[src/rtl/img_conv_pkg.sv]
// rtl/img_conv_pkg.sv - shared opcode, command and sequencer-state types for the image-convolution core
package img_conv_pkg;

  typedef enum logic [3:0] {
    OP_NOP       = 4'd0,
    OP_SET_NROWS = 4'd1,
    OP_SET_NCOLS = 4'd2,
    OP_SET_SIGMA = 4'd3,
    OP_GET_NROWS = 4'd4,
    OP_GET_NCOLS = 4'd5,
    OP_GET_SIGMA = 4'd6,
    OP_IMG_RX    = 4'd7,
    OP_CONV      = 4'd8,
    OP_IMG_TX    = 4'd9
  } opcode_t;

  typedef enum logic [2:0] {
    S_IDLE,
    S_ISSUE,
    S_WAIT_BUSY,
    S_WAIT_DONE,
    S_CAPTURE,
    S_RESP
  } seq_state_t;

  typedef struct packed {
    opcode_t    op;
    logic [7:0] arg;
  } cmd_t;

  function automatic logic is_long_op(input opcode_t op);
    return (op == OP_IMG_RX) || (op == OP_CONV) || (op == OP_IMG_TX);
  endfunction

  function automatic logic is_get_op(input opcode_t op);
    return (op == OP_GET_NROWS) || (op == OP_GET_NCOLS) || (op == OP_GET_SIGMA);
  endfunction

  function automatic logic is_set_op(input opcode_t op);
    return (op == OP_SET_NROWS) || (op == OP_SET_NCOLS) || (op == OP_SET_SIGMA);
  endfunction

endpackage

[src/rtl/img_cmd_fifo.sv]
// rtl/img_cmd_fifo.sv - synchronous command FIFO of {opcode, arg} with flush
module img_cmd_fifo
  import img_conv_pkg::*;
#(
  parameter int DEPTH = 4
) (
  input  logic                     clk,
  input  logic                     rstn,
  input  logic                     i_push,
  input  cmd_t                     i_din,
  input  logic                     i_pop,
  input  logic                     i_flush,
  output cmd_t                     o_dout,
  output logic                     o_full,
  output logic                     o_empty,
  output logic [$clog2(DEPTH):0]   o_count
);

  localparam int AW = $clog2(DEPTH);

  cmd_t           r_mem [DEPTH];
  logic [AW-1:0]  r_wptr;
  logic [AW-1:0]  r_rptr;
  logic [AW:0]    r_count;
  logic           w_push;
  logic           w_pop;

  // Flush wins over both ends so a same-cycle push or pop has no effect.
  assign w_push  = i_push && !o_full && !i_flush;
  assign w_pop   = i_pop && !o_empty && !i_flush;
  assign o_full  = (r_count == (AW+1)'(DEPTH));
  assign o_empty = (r_count == '0);
  assign o_count = r_count;
  assign o_dout  = r_mem[r_rptr];

  always_ff @(posedge clk or negedge rstn) begin
    if (!rstn) begin
      r_wptr  <= '0;
      r_rptr  <= '0;
      r_count <= '0;
    end else if (i_flush) begin
      r_wptr  <= '0;
      r_rptr  <= '0;
      r_count <= '0;
    end else begin
      if (w_push) r_wptr <= r_wptr + AW'(1);
      if (w_pop)  r_rptr <= r_rptr + AW'(1);
      r_count <= r_count + (AW+1)'(w_push) - (AW+1)'(w_pop);
    end
  end

  always_ff @(posedge clk) begin
    if (w_push) r_mem[r_wptr] <= i_din;
  end

endmodule

[src/rtl/img_conv_sequencer.sv]
// rtl/img_conv_sequencer.sv - queues host commands and issues them one at a time to the convolution core
module img_conv_sequencer
  import img_conv_pkg::*;
#(
  parameter int DEPTH        = 4,
  parameter int BUSY_TIMEOUT = 4
) (
  input  logic                     clk,
  input  logic                     rstn,
  input  logic                     cmd_valid,
  output logic                     cmd_ready,
  input  opcode_t                  cmd_op,
  input  logic [7:0]               cmd_arg,
  output logic                     rsp_valid,
  input  logic                     rsp_ready,
  output opcode_t                  rsp_op,
  output logic [7:0]               rsp_data,
  output logic                     core_en,
  output opcode_t                  core_op,
  output logic [7:0]               core_din,
  input  logic [7:0]               core_dout,
  input  logic                     core_busy,
  input  logic                     flush,
  output logic                     idle,
  output logic [$clog2(DEPTH):0]   count,
  output logic                     err
);

  localparam int TW = $clog2(BUSY_TIMEOUT + 1);

  seq_state_t     r_state;
  seq_state_t     w_next;
  cmd_t           w_head;
  cmd_t           w_din;
  logic           w_full;
  logic           w_empty;
  logic           w_push;
  logic           w_pop;
  logic           w_take;
  logic           w_timeout;
  opcode_t        r_op;
  logic [7:0]     r_arg;
  logic [TW-1:0]  r_tcnt;
  logic           r_err;
  opcode_t        r_rsp_op;
  logic [7:0]     r_rsp_data;

  assign w_din     = '{op: cmd_op, arg: cmd_arg};
  assign cmd_ready = !w_full && !flush;
  assign w_push    = cmd_valid && cmd_ready;
  assign w_pop     = (r_state == S_IDLE) && !w_empty && !core_busy && !flush;
  // Unknown opcodes are popped but never reach the in-flight registers.
  assign w_take    = w_pop && (is_set_op(w_head.op) || is_get_op(w_head.op) || is_long_op(w_head.op));
  assign w_timeout = (r_state == S_WAIT_BUSY) && !core_busy && (r_tcnt == TW'(BUSY_TIMEOUT - 1));

  img_cmd_fifo #(.DEPTH(DEPTH)) u_fifo (
    .clk     (clk),
    .rstn    (rstn),
    .i_push  (w_push),
    .i_din   (w_din),
    .i_pop   (w_pop),
    .i_flush (flush),
    .o_dout  (w_head),
    .o_full  (w_full),
    .o_empty (w_empty),
    .o_count (count)
  );

  always_comb begin
    w_next = r_state;
    case (r_state)
      S_IDLE:      if (w_take) w_next = S_ISSUE;
      S_ISSUE: begin
        if (is_get_op(r_op))       w_next = S_CAPTURE;
        else if (is_long_op(r_op)) w_next = S_WAIT_BUSY;
        else                       w_next = S_IDLE;
      end
      S_WAIT_BUSY: begin
        if (core_busy)      w_next = S_WAIT_DONE;
        else if (w_timeout) w_next = S_IDLE;
      end
      S_WAIT_DONE: if (!core_busy) w_next = S_IDLE;
      S_CAPTURE:   w_next = S_RESP;
      S_RESP:      if (rsp_ready) w_next = S_IDLE;
      default:     w_next = S_IDLE;
    endcase
  end

  always_ff @(posedge clk or negedge rstn) begin
    if (!rstn) begin
      r_state    <= S_IDLE;
      r_op       <= OP_NOP;
      r_arg      <= '0;
      r_tcnt     <= '0;
      r_err      <= 1'b0;
      r_rsp_op   <= OP_NOP;
      r_rsp_data <= '0;
    end else begin
      r_state <= w_next;
      if (w_take) begin
        r_op  <= w_head.op;
        r_arg <= w_head.arg;
      end
      if (r_state == S_ISSUE)                      r_tcnt <= '0;
      else if (r_state == S_WAIT_BUSY && !core_busy) r_tcnt <= r_tcnt + TW'(1);
      // A timeout landing in a flush cycle is a fresh fault, so it stays visible.
      if (w_timeout)  r_err <= 1'b1;
      else if (flush) r_err <= 1'b0;
      if (r_state == S_CAPTURE) begin
        r_rsp_data <= core_dout;
        r_rsp_op   <= r_op;
      end
    end
  end

  assign core_en   = (r_state == S_ISSUE);
  assign core_op   = r_op;
  assign core_din  = r_arg;
  assign rsp_valid = (r_state == S_RESP);
  assign rsp_op    = r_rsp_op;
  assign rsp_data  = r_rsp_data;
  assign idle      = w_empty && (r_state == S_IDLE);
  assign err       = r_err;

endmodule
[config.mk]
export PLATFORM = sky130hd
export DESIGN_NAME = img_conv_sequencer
export DESIGN_NICKNAME = d
export VERILOG_FILES = /design/src/rtl/img_conv_pkg.sv /design/src/rtl/img_cmd_fifo.sv /design/src/rtl/img_conv_sequencer.sv
export SDC_FILE = /design/constraint.sdc
export NUM_CORES = 1
export LEC_CHECK = 0
export ABC_AREA = 1
export BUFFER_PORTS_ARGS = -buffer_cell sky130_fd_sc_hd__buf_2
export CAP_MARGIN = 10
export CORE_ASPECT_RATIO = 0.9
export CORE_MARGIN = 2
export CORE_UTILIZATION = 35
export CTS_CLUSTER_DIAMETER = 120
export DETAILED_ROUTE_END_ITERATION = 8
export PLACE_DENSITY_LB_ADDON = 0.12
export SYNTH_ARGS = -nofsm -noshare
export SYNTH_HDL_FRONTEND = slang
export SYNTH_HIERARCHICAL = 1
export SYNTH_SLANG_ARGS = --single-unit
[constraint.sdc]
create_clock -name clk -period 2.9 [get_ports clk]
set_input_delay 0.58 -clock clk [delete_from_list [all_inputs] [get_ports clk]]
set_output_delay 0.58 -clock clk [all_outputs]
set_load 0.02 [all_outputs]
==> reports/results.ini <==
[run_status]
status=complete, but fails checks
violations=design-rule violations

[setup_path]
cp.depth=16
worstSetupEndpointType=flip-flop
r2r_setup_slack_ns=0.53
crit_family=simple AND/OR/NAND/NOR gates
cp-startpoint=u_fifo/o_count[1]$_DFF_PN0_
path_cells=nor2_1, nand2_1, inv_1, inv_1, nand2_1, nor2_4, nand2_1, nor2_1, ha_1, inv_1, ha_1, inv_1, fa_1, nand3_1, nand2_1, nor2_1
cp_max_fo=5
r2r_cells=16
timing.rr.start=u_fifo/o_count[1]$_DFF_PN0_
crit_buf_inv=4
r2r-end=u_fifo/o_count[2]$_DFF_PN0_
crit_slowest_cell=dfrtp_1
required_ns=3.17
cp_slowest_stage_delay_ns=0.43
worstSetupPathType=flip-flop to flip-flop
arrival_ns=2.63
startpoint_type=flip-flop
cp-endpoint=u_fifo/o_count[2]$_DFF_PN0_

[die]
ios=58
dieArea_mm2=0.0116
start_util_pct=36.3
die_y_um=102
rows=35
core_mm2=0.0103
die_w_um=113

[sta]
clock_skew_ns=0.00769
period_share_pct=81.7
rsz0062_at_grt=no
slew_viol_final=0
min_period_ns=2.37
final-hold-violation-count=0
max_freq_ghz=0.422
slew_headroom_pct=40.6
final-setup-viol-count=0
tightest_slew_ns=0.891
setup_tns_ns=0

[routing]
ant_nets=0
vias_per_cell=4.72
dr.first_iter.drc_count=158
dr.pass1.iters=6
drcViolationCount=7
wirelength_mm=7.36
num_vias=2489
avgRoutedWirePerCell_um=14.0

[min_path]
hold_path.class=input port to asynchronous set/reset pin

[clock_tree]
postCtsSetupBuffers=0
holdBufCountCts=0
path_clk_slew_ns=0.06
clock_path_buffers=2
clock-sinks=86
cts_resized=0
cts_buffers=9
h-tree-depth=3
cts_tree=built
root_buffer=clkbuf_16
clock_latency_ns=0.34

[cells_and_area]
n_antenna_cell=0
area_growth_pct=18.9
drive_gt1_share_pct=27.6
fin_util_pct=43.2
nets=428

[synth]
synthCells=329
syn_area_mm2=0.00376
synth_edf_count=48
yosys.area.top_type=edfxtp_1
async_flop_share_pct=44.2
synth_simple_gate_area_share_pct=13.5
yosysWarningCount=6
synthAdderAreaFrac_pct=3.20
synth.distinct_cells=30
synth_top_family_by_area=simple AND/OR/NAND/NOR gates
synth_top_area_share_pct=38.4
ys_seq_area_share_pct=63.7
post_synth.cell_area_avg_um2=11.4
synth_xor_area_share_pct=0
ys_top_cells_by_count=edfxtp_1, nor2_1, nand2_1, dfrtp_1, inv_1
synthTopCellsByArea=edfxtp_1, dfrtp_1, nor2_1
syn-num-nets=364
synth.most_common_cell=edfxtp_1
ys_seq_elements=86
muxShareOfSynthArea_pct=2.70
synthFlopType=edfxtp_1
synth_compound_area_share_pct=9.76

[global_routing]
globalRouteOverflowTotal=0
grtUsageMet3_pct=3.97
grt_max_degree=39
grt_use_met1_pct=18.5
gr-usage-all-layers_pct=13.6
grt_pass1_vias=2300
grt_pass1_wl_mm=11.9
antenna_found_initial=0
grt_most_used_layer=met2
grt_use_met2_pct=20.5

[pwr]
power.density_mw_per_mm2=825
ir_drop_mv=0.391
cellLeakagePower_nw=2.00

[placement]
hpwl_mm=4.88
place.gp.congestion=0.731
io_buffers=57

[run]
maxCapViolCount=0

==> area by class of cell <==
type	count	area [µm²]
clock buffers	9	225
clock inverters	7	95.1
fillers	990	5870
inverters	40	158
multi-input cells	192	1100
flip-flops and latches	86	2390
well taps	129	161
repair buffers	64	338
==> power by group <==
part           internal, W  leakage, nW  switching (W)
registers          0.00148        0.914       0.000125
logic             0.000314        0.927       0.000534
clock network     0.000757        0.156       0.000473
==> placed cells by master (no fill, tap or decap), drive strengths merged <==
| cell type | netlist | routed |
|---|---|---|
| o21bai | 1 | 1 |
| clkbuf | 0 | 9 |
| clkinv | 0 | 2 |
| o21ai | 41 | 41 |
| nor2 | 49 | 49 |
| clkinvlp | 0 | 1 |
| nand3 | 14 | 14 |
| nor3b | 1 | 1 |
| nand2 | 41 | 41 |
| mux2 | 9 | 9 |
| nor3 | 1 | 1 |
| edfxtp | 48 | 48 |
| a21boi | 1 | 1 |
| bufinv | 0 | 2 |
| dfrtp | 38 | 38 |
| fa | 1 | 1 |
| ha | 8 | 8 |
| buf | 11 | 64 |
| inv | 40 | 42 |
| a21oi | 4 | 4 |
| or2 | 1 | 1 |
| o22ai | 13 | 13 |
| nand4 | 7 | 7 |
==> logic make-up after synthesis <==
logic type	count (synthesis)
DFF	86
muxes	9
adders and majority gates	9
AOI/OAI and AO/OA	60
buffers and inverters	51
and+or+nand+nor	114
==> registers in the layout (all words and copies together) (netlist names) <==
name            cells
r_state             3
rsp_op              4
u_fifo/r_wptr       2
u_fifo/o_count      3
core_din            8
r_tcnt              3
u_fifo/r_rptr       2
err                 1
u_fifo/r_mem       48
core_op             4
rsp_data            8
==> worst min-delay path by stage <==
stage / end / slack [ns]
finish: r_tcnt[2]$_DFFE_PN0P_ / 0.37
global route: r_tcnt[2]$_DFFE_PN0P_ / 0.43
CTS: r_tcnt[2]$_DFFE_PN0P_ / 0.40
detailed placement: core_din[5]$_DFFE_PN0P_ / 0.47
global placement: r_tcnt[1]$_DFFE_PN0P_ / 0.46
floorplan: core_din[0]$_DFFE_PN0P_ / 0.28
==> per-layer routing <==
layer | vias to the layer above | share of wire [%] | wire (µm)
met5 | - | 0 | 0
met4 | 0 | 1.1 | 83
met3 | 7 | 4.8 | 355
met2 | 59 | 45 | 3290
met1 | 1180 | 49 | 3630
li1 | 1243 | - | -
==> through the flow <==
stage,cells,worst slack [ns],hold WS [ns],instance area [µm²],total power [W]
global route,527,0.286,0.431,4470,0.00388
detailed placement,511,0.445,0.466,4150,0.00249
CTS,527,0.521,0.402,4470,0.00374
finish,527,0.531,0.366,4470,0.00368
global placement,511,0.478,0.465,4150,0.00248
floorplan,329,0.617,0.284,3760,0.00221
(Power assumes the default switching activity.)
